==> src/rtl/msg_uart_seq_pkg.sv <==
// Shared types and constants for the message UART sequencer.
// The built-in message image is "Hello, World! \n\r", repeated if the ROM is deeper.
package msg_uart_seq_pkg;

  typedef enum logic [2:0] {
    IDLE,
    FETCH,
    SEND,
    WAIT,
    CKSUM,
    FIN
  } seq_state_e;

  localparam int FRAME_BITS = 10;
  localparam int DATA_BITS  = 8;

  localparam logic [127:0] HELLO_IMAGE = 128'h48656C6C6F2C20576F726C6421200A0D;

  function automatic logic [7:0] hello_byte(input int idx);
    return HELLO_IMAGE[8*(15 - (idx % 16)) +: 8];
  endfunction

endpackage

==> src/rtl/uart_tx_serial.sv <==
// 8N1 serializer: one write starts a frame of FRAME_BITS * CLOCKS_PER_BAUD clocks.
// o_busy rises the cycle after i_wr and falls once the stop bit has been held.
module uart_tx_serial
  import msg_uart_seq_pkg::*;
#(
  parameter logic [23:0] CLOCKS_PER_BAUD = 24'd868
) (
  input  logic                 i_clk,
  input  logic                 i_reset_n,
  input  logic                 i_wr,
  input  logic [DATA_BITS-1:0] i_data,
  output logic                 o_busy,
  output logic                 o_uart_tx
);

  logic [FRAME_BITS-1:0] frame_reg;
  logic [23:0]           baud_cnt_reg;
  logic [3:0]            bit_cnt_reg;
  logic                  busy_reg;
  logic                  tx_reg;

  always_ff @(posedge i_clk or negedge i_reset_n) begin
    if (!i_reset_n) begin
      frame_reg    <= '1;
      baud_cnt_reg <= '0;
      bit_cnt_reg  <= '0;
      busy_reg     <= 1'b0;
      tx_reg       <= 1'b1;
    end else if (!busy_reg) begin
      if (i_wr) begin
        frame_reg    <= {1'b1, i_data, 1'b0};
        tx_reg       <= 1'b0;
        busy_reg     <= 1'b1;
        baud_cnt_reg <= CLOCKS_PER_BAUD - 24'd1;
        bit_cnt_reg  <= 4'(FRAME_BITS - 1);
      end
    end else if (baud_cnt_reg != 24'd0) begin
      baud_cnt_reg <= baud_cnt_reg - 24'd1;
    end else if (bit_cnt_reg == 4'd0) begin
      // Stop bit fully held: release the line high and go idle.
      busy_reg <= 1'b0;
      tx_reg   <= 1'b1;
    end else begin
      frame_reg    <= frame_reg >> 1;
      tx_reg       <= frame_reg[1];
      bit_cnt_reg  <= bit_cnt_reg - 4'd1;
      baud_cnt_reg <= CLOCKS_PER_BAUD - 24'd1;
    end
  end

  assign o_busy    = busy_reg;
  assign o_uart_tx = tx_reg;

endmodule

==> src/rtl/msg_uart_seq.sv <==
// Streams the first i_len bytes of the message ROM out of an 8N1 line.
// Define MSG_UART_SEQ_CKSUM_EN to append an 8-bit XOR checksum frame before o_done.
module msg_uart_seq
  import msg_uart_seq_pkg::*;
#(
  parameter logic [23:0] CLOCKS_PER_BAUD = 24'd868,
  parameter int          MSG_DEPTH       = 16,
  parameter              INIT_FILE       = "hello.hex",
  localparam int         LEN_W           = $clog2(MSG_DEPTH + 1),
  localparam int         IDX_W           = $clog2(MSG_DEPTH)
) (
  input  logic             i_clk,
  input  logic             i_reset_n,
  input  logic             i_stb,
  input  logic [LEN_W-1:0] i_len,
  input  logic             i_abort,
  output logic             o_busy,
  output logic             o_done,
  output logic [IDX_W-1:0] o_index,
  output logic             o_uart_tx
);

  // INIT_FILE names the ROM image; only the hello image is built in, others read as zero.
  localparam bit HELLO_ROM = (INIT_FILE == "hello.hex");

  seq_state_e       state_reg, state_next;
  logic [LEN_W-1:0] len_reg, len_next;
  logic [IDX_W-1:0] index_reg, index_next;
  logic             abort_reg, abort_next;
  logic [7:0]       rom_mem [MSG_DEPTH];
  logic [7:0]       rom_q_reg;
  logic             ser_wr, ser_busy;
  logic [7:0]       ser_data;
  logic             start_ok, last_byte;
`ifdef MSG_UART_SEQ_CKSUM_EN
  logic [7:0]       cksum_reg, cksum_next;
  logic [1:0]       cks_phase_reg, cks_phase_next;
`endif

  for (genvar gi = 0; gi < MSG_DEPTH; gi++) begin : g_rom
    assign rom_mem[gi] = HELLO_ROM ? hello_byte(gi) : 8'h00;
  end

  always_ff @(posedge i_clk) rom_q_reg <= rom_mem[index_reg];

  assign start_ok  = i_stb && !i_abort && (i_len != '0) && (i_len <= LEN_W'(MSG_DEPTH));
  assign last_byte = (LEN_W'(index_reg) + LEN_W'(1)) == len_reg;

  always_ff @(posedge i_clk or negedge i_reset_n) begin
    if (!i_reset_n) begin
      state_reg     <= IDLE;
      len_reg       <= '0;
      index_reg     <= '0;
      abort_reg     <= 1'b0;
`ifdef MSG_UART_SEQ_CKSUM_EN
      cksum_reg     <= '0;
      cks_phase_reg <= '0;
`endif
    end else begin
      state_reg     <= state_next;
      len_reg       <= len_next;
      index_reg     <= index_next;
      abort_reg     <= abort_next;
`ifdef MSG_UART_SEQ_CKSUM_EN
      cksum_reg     <= cksum_next;
      cks_phase_reg <= cks_phase_next;
`endif
    end
  end

  always_comb begin
    state_next     = state_reg;
    len_next       = len_reg;
    index_next     = index_reg;
    abort_next     = abort_reg;
    ser_wr         = 1'b0;
    ser_data       = rom_q_reg;
`ifdef MSG_UART_SEQ_CKSUM_EN
    cksum_next     = cksum_reg;
    cks_phase_next = cks_phase_reg;
`endif
    if (state_reg != IDLE && i_abort) abort_next = 1'b1;

    case (state_reg)
      IDLE: begin
        if (start_ok) begin
          len_next   = i_len;
          index_next = '0;
          abort_next = 1'b0;
`ifdef MSG_UART_SEQ_CKSUM_EN
          cksum_next = '0;
`endif
          state_next = FETCH;
        end
      end
      FETCH: state_next = SEND;
      SEND: begin
        ser_wr     = 1'b1;
`ifdef MSG_UART_SEQ_CKSUM_EN
        cksum_next = cksum_reg ^ rom_q_reg;
`endif
        state_next = WAIT;
      end
      WAIT: begin
        // An abort is only honoured between frames, so a frame is never cut short.
        if (!ser_busy) begin
          if (abort_next) begin
            abort_next = 1'b0;
            state_next = IDLE;
          end else if (last_byte) begin
`ifdef MSG_UART_SEQ_CKSUM_EN
            cks_phase_next = 2'd0;
            state_next     = CKSUM;
`else
            state_next = FIN;
`endif
          end else begin
            index_next = index_reg + IDX_W'(1);
            state_next = FETCH;
          end
        end
      end
`ifdef MSG_UART_SEQ_CKSUM_EN
      CKSUM: begin
        // Phase 0 mirrors FETCH so the checksum frame keeps the same inter-frame gap.
        case (cks_phase_reg)
          2'd0: cks_phase_next = 2'd1;
          2'd1: begin
            ser_wr         = 1'b1;
            ser_data       = cksum_reg;
            cks_phase_next = 2'd2;
          end
          default: begin
            if (!ser_busy) begin
              state_next = abort_next ? IDLE : FIN;
              abort_next = 1'b0;
            end
          end
        endcase
      end
`endif
      FIN: begin
        abort_next = 1'b0;
        state_next = IDLE;
      end
      default: state_next = IDLE;
    endcase
  end

  uart_tx_serial #(
    .CLOCKS_PER_BAUD(CLOCKS_PER_BAUD)
  ) u_serial (
    .i_clk    (i_clk),
    .i_reset_n(i_reset_n),
    .i_wr     (ser_wr),
    .i_data   (ser_data),
    .o_busy   (ser_busy),
    .o_uart_tx(o_uart_tx)
  );

  assign o_busy  = (state_reg != IDLE) && (state_reg != FIN);
  assign o_done  = (state_reg == FIN);
  assign o_index = index_reg;

endmodule

==> config.mk <==
export PLATFORM = sky130hd
export DESIGN_NAME = msg_uart_seq
export DESIGN_NICKNAME = d
export VERILOG_FILES = /design/src/rtl/msg_uart_seq_pkg.sv /design/src/rtl/uart_tx_serial.sv /design/src/rtl/msg_uart_seq.sv
export SDC_FILE = /design/constraint.sdc
export NUM_CORES = 1
export LEC_CHECK = 0
export ABC_AREA = 1
export CORE_ASPECT_RATIO = 0.75
export CORE_MARGIN = 5
export CORE_UTILIZATION = 50
export CTS_CLUSTER_DIAMETER = 80
export DETAILED_ROUTE_END_ITERATION = 8
export MAX_ROUTING_LAYER = met4
export PLACE_DENSITY = 0.79
export REMOVE_ABC_BUFFERS = 1
export SKIP_CTS_REPAIR_TIMING = 1
export SYNTH_ARGS = -nofsm -noshare
export SYNTH_HDL_FRONTEND = slang
export SYNTH_HIERARCHICAL = 1
export SYNTH_SLANG_ARGS = --single-unit
==> constraint.sdc <==
create_clock -name i_clk -period 4.65 [get_ports i_clk]
set_input_delay 1.395 -clock i_clk [delete_from_list [all_inputs] [get_ports i_clk]]
set_output_delay 1.395 -clock i_clk [all_outputs]
set_load 0.05 [all_outputs]
==> results of run 1 <==
-- cells by family (layout without fill, tap and decap cells) --
family,after synthesis,after routing,share of synthesized area (%)
AND/OR/NAND/NOR,287,287,37.0
buffers and inverters,65,83,8.04
flip-flops,59,59,38.6
AO/OA/AOI/OAI,45,45,7.71
adder cells (fa/ha/maj),13,13,4.32
XOR/XNOR,9,9,2.09
multiplexers,8,8,2.13
other,1,1,0.0996
-- how the worst max path moves through the flow --
stage / startpoint / end / slack (ps) / cells after the start
2_1_floorplan: state_reg[2] / o_busy / 1020 / 3
3_3_place_gp: state_reg[2] / o_done / 1620 / 3
3_5_place_dp: state_reg[2] / o_done / 1610 / 3
4_1_cts: state_reg[2] / o_done / 1200 / 3
5_1_grt: state_reg[2] / o_done / 1040 / 3
6_report: state_reg[2] / o_done / 1220 / 3
-- per-layer routing --
metal	GRT usage (%)	share of wire (%)
met1	28.8	48
met2	30.0	46
met3	4.33	4.6
met4	5.37	1.6
met5	-	0
-- area by class of cell --
| class | instances | area, um^2 | share of cell area [%] |
|---|---|---|---|
| timing repair buffer | 17 | 160 | 3.85 |
| clock inverter | 6 | 70.1 | 1.69 |
| clock buffer | 10 | 149 | 3.58 |
| tap | 101 | 126 | 3.04 |
| inverter | 50 | 188 | 4.52 |
| multi-input combinational | 363 | 2010 | 48.3 |
| sequential | 59 | 1450 | 35.0 |
-- critical path, cell delays in order (launching register included) --
cell and delay [ps]:
dfrtp_1 500, inv_1 100, nor3_1 240, clkdlybuf4s50_1 850
-- placed cells by master (no fill, tap or decap), drive strengths merged --
master	n
nand2	136
nor2	67
nand3	52
inv	51
dfrtp	42
o21ai	38
nand4	27
clkdlybuf4s50	14
ha	13
dfstp	10
clkbuf	10
mux2i	8
dfxtp	7
xor2	6
a21oi	4
clkinv	4
nor3	3
xnor2	3
buf	3
or2	2
o22ai	1
a31oi	1
bufinv	1
conb	1
o211ai	1
-- through the flow --
stage / area (um^2) / setup WS, ps / hold slack, ps / utilization (%)
after floorplan: 3650 / 1020 / 444 / -
after global placement: 3940 / 1620 / 454 / 53.7
after detailed placement: 3940 / 1610 / 456 / 53.7
after CTS: 4160 / 1200 / 467 / 56.7
after global routing: 4160 / 1040 / 480 / 56.7
final: 4160 / 1220 / 465 / 56.7
-- power groups by stage --
stage	logic [W]	clock network, W	registers [W]
6_report	0.0000247	0.000508	0.000516
5_1_grt	0.0000286	0.000550	0.000516
4_1_cts	0.0000257	0.000522	0.000516
3_5_place_dp	0.0000255	0	0.000526
3_3_place_gp	0.0000246	0	0.000526
2_1_floorplan	0.00000689	0	0.000525
==> flow_summary.json, run 1 <==
{
  "hp-class": "reg -> reg",
  "period_needed_ps": 3430,
  "grt.total_usage_pct": 20.4,
  "die_w_um": 110,
  "wirelength_mm": 8.49,
  "synth_top_area_cell": "dfrtp_1",
  "start_util_pct": 51.4,
  "area_growth_pct": 10.4,
  "synth_top_area_share_pct": 27.9,
  "vias_per_cell": 5.34,
  "rsz0062_at_grt": "false",
  "min_to": "u_serial/frame_reg[9]",
  "hpwl_mm": 5.91,
  "setup_viol": 0,
  "tightest_slew_ps": 913,
  "critPathKind": "reg -> out",
  "drv_slew": 0,
  "drtIter0Drc": 229,
  "status": "complete, no violations",
  "avgSynthCellArea_um2": 7.73,
  "synth-edff-count": 0,
  "irDropWorstVdd_v": 0.000233,
  "crit_required_ps": 3250,
  "yosysMostFrequentCell": "nand2_1",
  "cts_tree": "yes",
  "core_area_um2": 7330,
  "synth.distinct_cells": 36,
  "die_y_um": 85.2,
  "cts_sinks": 59,
  "final_hold_viol_count": 0,
  "fin_crit_sh_pct": 73.7,
  "power_frac_seq_pct": 49.2,
  "synth_seq_area_share_pct": 38.6,
  "largest_reg_flops": 24,
  "fin_cells": 606,
  "arrival_ps": 2030,
  "crit_path_end_kind": "output pin",
  "startpoint_type": "flop",
  "timing.fmax_mhz": 292,
  "grt_max_degree": 42,
  "via_count": 3236,
  "hold_path.startpoint": "u_serial/frame_reg[9]",
  "ys_top_cells_by_count": "nand2_1 (120), nor2_1 (53), nand3_1 (47)",
  "cap_violations": 0,
  "grt_pass1_wl_mm": 14.9,
  "worst_r2r_path_depth": 9,
  "synth_flop_cell": "dfrtp_1",
  "gp_congestion": 0.886,
  "num_antenna_cells": 0,
  "synth_area_leaders": "dfrtp_1 (28%), nand2_1 (12%), dfstp_2 (7.0%), nand3_1 (6.2%), nor2_1 (5.3%)",
  "netlist_area_um2": 3760,
  "synth_warnings": 6,
  "p_leak_nw": 2.04,
  "gr-total-overflow": 0,
  "wl_per_cell_um": 14.0,
  "dr.pass1.iters": 8,
  "synth-seq-cells": 59,
  "fill_cells": 649,
  "r2r_slack_ps": 2450,
  "pwr-share-comb_pct": 2.4,
  "async_flop_share_pct": 88.1,
  "dp.cells": 590,
  "reg2reg_from": "u_serial/baud_cnt_reg[0]",
  "whs_path_depth": 2,
  "cts_made_buffers": 9,
  "dieArea_um2": 9380,
  "critPathMaxFanout": 5,
  "power.share.clock_pct": 48.5,
  "clk_path_buf_depth": 2,
  "intPower_w": 0.000808,
  "num_rows": 27,
  "nNetsFinal": 522,
  "io_pins": 16,
  "fin_setup_tns_ps": 0,
  "powerDensity_nw_per_um2": 252,
  "antenna_found_initial": 0,
  "reg2reg_to": "u_serial/bit_cnt_reg[1]",
  "synthCells": 487,
  "worstSkewPairLatency_ps": 340,
  "relSlewSlack_pct": 39.1,
  "drtAntennaViolNets": 0,
  "fin_skew_ps": 10.0,
  "drive_above_1_share_pct": 17.2,
  "p_total_w": 0.00105,
  "grt_pass1_vias": 3087,
  "switching_share_pct": 22.9,
  "clkTransAtPathRegs_ps": 80,
  "p_switching_w": 0.000241,
  "io_buffers": 15,
  "remaining_drc_errors": 0,
  "h-tree-depth": 3,
  "root_buffer": "clkbuf_8"
}
No activity file was read; power rests on OpenSTA's default activity.
==> run 2: changes to the inputs <==
- clock period: 4.65 -> 3.4 ns (I/O delays scaled with it)
==> run 2 against run 1 <==
- the run now ends with DRC left
- register-to-register slack lost 1300 ps
- core utilization fell by 0.14 points
- die area stayed put
- final area fell by 0.24%
- global-route usage decreased by 0.96 points
- total power up 32%
- sequential cell count unchanged
- setup slack worse by 870 ps
- sequential share of layout area up 0.084 points
- sequential power is 37% higher
- largest cell class unchanged
- largest power group unchanged
==> flow_summary.json, run 2 (same netlist as run 1, synthesis figures left out) <==
{
  "drtAntennaViolNets": 0,
  "h-tree-depth": 3,
  "grt_max_degree": 47,
  "final_hold_viol_count": 0,
  "rsz0062_at_grt": "false",
  "hpwl_mm": 5.77,
  "final_core_util_pct": 56.5,
  "cap_violations": 0,
  "antenna_found_initial": 0,
  "remaining_drc_errors": 1,
  "worstSkewPairLatency_ps": 340,
  "critPathBufInv": 2,
  "met2_usage_pct": 28.5,
  "critPathKind": "reg -> out",
  "final_cell_mix": "nand2_1 (120), nor2_1 (53), nand3_1 (47)",
  "use_met1_pct": 26.1,
  "crit_required_ps": 2380,
  "arrival_ps": 2020,
  "irDropWorstVdd_v": 0.000215,
  "via_count": 3212,
  "gp_congestion": 0.887,
  "fin_skew_ps": 8.17,
  "tightest_slew_ps": 1040,
  "grt.total_usage_pct": 19.5,
  "io_pins": 16,
  "start_util_pct": 51.4,
  "setup_viol": 0,
  "drv_slew": 0,
  "p_leak_nw": 2.03,
  "violations": "DRC",
  "cp_slowest_stage_delay_ps": 850,
  "vias_per_cell": 5.30,
  "status": "finished with violations",
  "path_cells": "inv_1, nor3_1, clkdlybuf4s50_1",
  "timing.fmax_mhz": 329,
  "nNetsFinal": 522,
  "dr.pass1.iters": 7,
  "pre_cts_ws_ps": 731,
  "crit_slowest_cell": "clkdlybuf4s50_1",
  "grt_pass1_vias": 3023,
  "dieArea_um2": 9380,
  "largest_reg_flops": 24,
  "wirelength_mm": 8.15,
  "die_w_um": 110,
  "startpoint_type": "flop",
  "clkTransAtPathRegs_ps": 70,
  "cts_tree": "yes",
  "layout_commonest_cell": "nand2_1",
  "num_rows": 27,
  "clk_path_buf_depth": 2,
  "drive_above_1_share_pct": 17.0,
  "num_antenna_cells": 0,
  "fill_cells": 697,
  "fin_crit_sh_pct": 89.5,
  "critPathMaxFanout": 5,
  "cts_made_buffers": 9,
  "hp-class": "reg -> reg",
  "powerDensity_nw_per_um2": 335,
  "area_growth_pct": 10.1,
  "met3_usage_pct": 4.49,
  "crit_path_end_kind": "output pin",
  "relSlewSlack_pct": 30.3,
  "gr-total-overflow": 0,
  "wl_per_cell_um": 13.4,
  "cts_sinks": 59,
  "layout_setup_ws_ps": 357,
  "fin_setup_tns_ps": 0,
  "grt_pass1_wl_mm": 14.1,
  "drtIter0Drc": 254,
  "root_buffer": "clkbuf_8",
  "top_usage_layer": "met2",
  "core_area_um2": 7330,
  "io_buffers": 15,
  "period_needed_ps": 3040,
  "die_y_um": 85.2,
  "crit_family": "buffers and inverters"
}
-- run 2: worst reg2reg max path, stage by stage, from the launching register on --
cell     delay, ps
dfrtp_1        400
inv_1          220
ha_1           240
nand2_1         80
nor2_2         150
nand3_4        300
nand2_8        280
nand2_4        240
nand2_1        140
o21ai_2         50
-- run 2: layout make-up --
class | instances | area [um^2] | area share (%)
Clock inverter | 2 | 15.0 | 0.362
Multi-Input combinational cell | 363 | 2010 | 48.4
Timing Repair Buffer | 17 | 160 | 3.86
Inverter | 50 | 188 | 4.53
Sequential cell | 59 | 1450 | 35.1
Tap cell | 101 | 126 | 3.05
Clock buffer | 14 | 194 | 4.68
-- run 2: final timing paths --
check / start / to / slack [ps] / cells after the start
setup reg to reg: u_serial/baud_cnt_reg[0] / u_serial/bit_cnt_reg[1] / 1190 / 9
setup / recovery: state_reg[2] / o_done / 360 / 3
hold / removal: u_serial/frame_reg[6] / u_serial/frame_reg[6] / 470 / 2
min in group asynchronous: i_reset_n / len_reg[4] / 860 / 1
hold reg to reg: u_serial/frame_reg[6] / u_serial/frame_reg[6] / 470 / 2
max in group asynchronous: i_reset_n / u_serial/frame_reg[5] / 1740 / 2
-- run 2: through the flow --
step | total power (W) | cells | hold WS (ps) | area (um^2)
global placement | 0.000753 | 590 | 454 | 3940
floorplan | 0.000728 | 472 | 444 | 3650
finish | 0.00139 | 606 | 474 | 4150
global route | 0.00144 | 606 | 492 | 4150
CTS | 0.00140 | 606 | 477 | 4150
detailed placement | 0.000753 | 590 | 466 | 3940
-- run 2: per-layer routing --
layer,up-vias,share of wire (%)
li1,1605,-
met3,15,4.8
met5,-,0
met4,0,1.8
met1,1504,48
met2,88,45
-- run 2: power breakdown --
part           total [W]  internal [W]  switching, W
Sequential      0.000706      0.000704    0.00000182
Combinational  0.0000334     0.0000123     0.0000210
Clock           0.000650      0.000369      0.000280
Total            0.00139       0.00109      0.000303
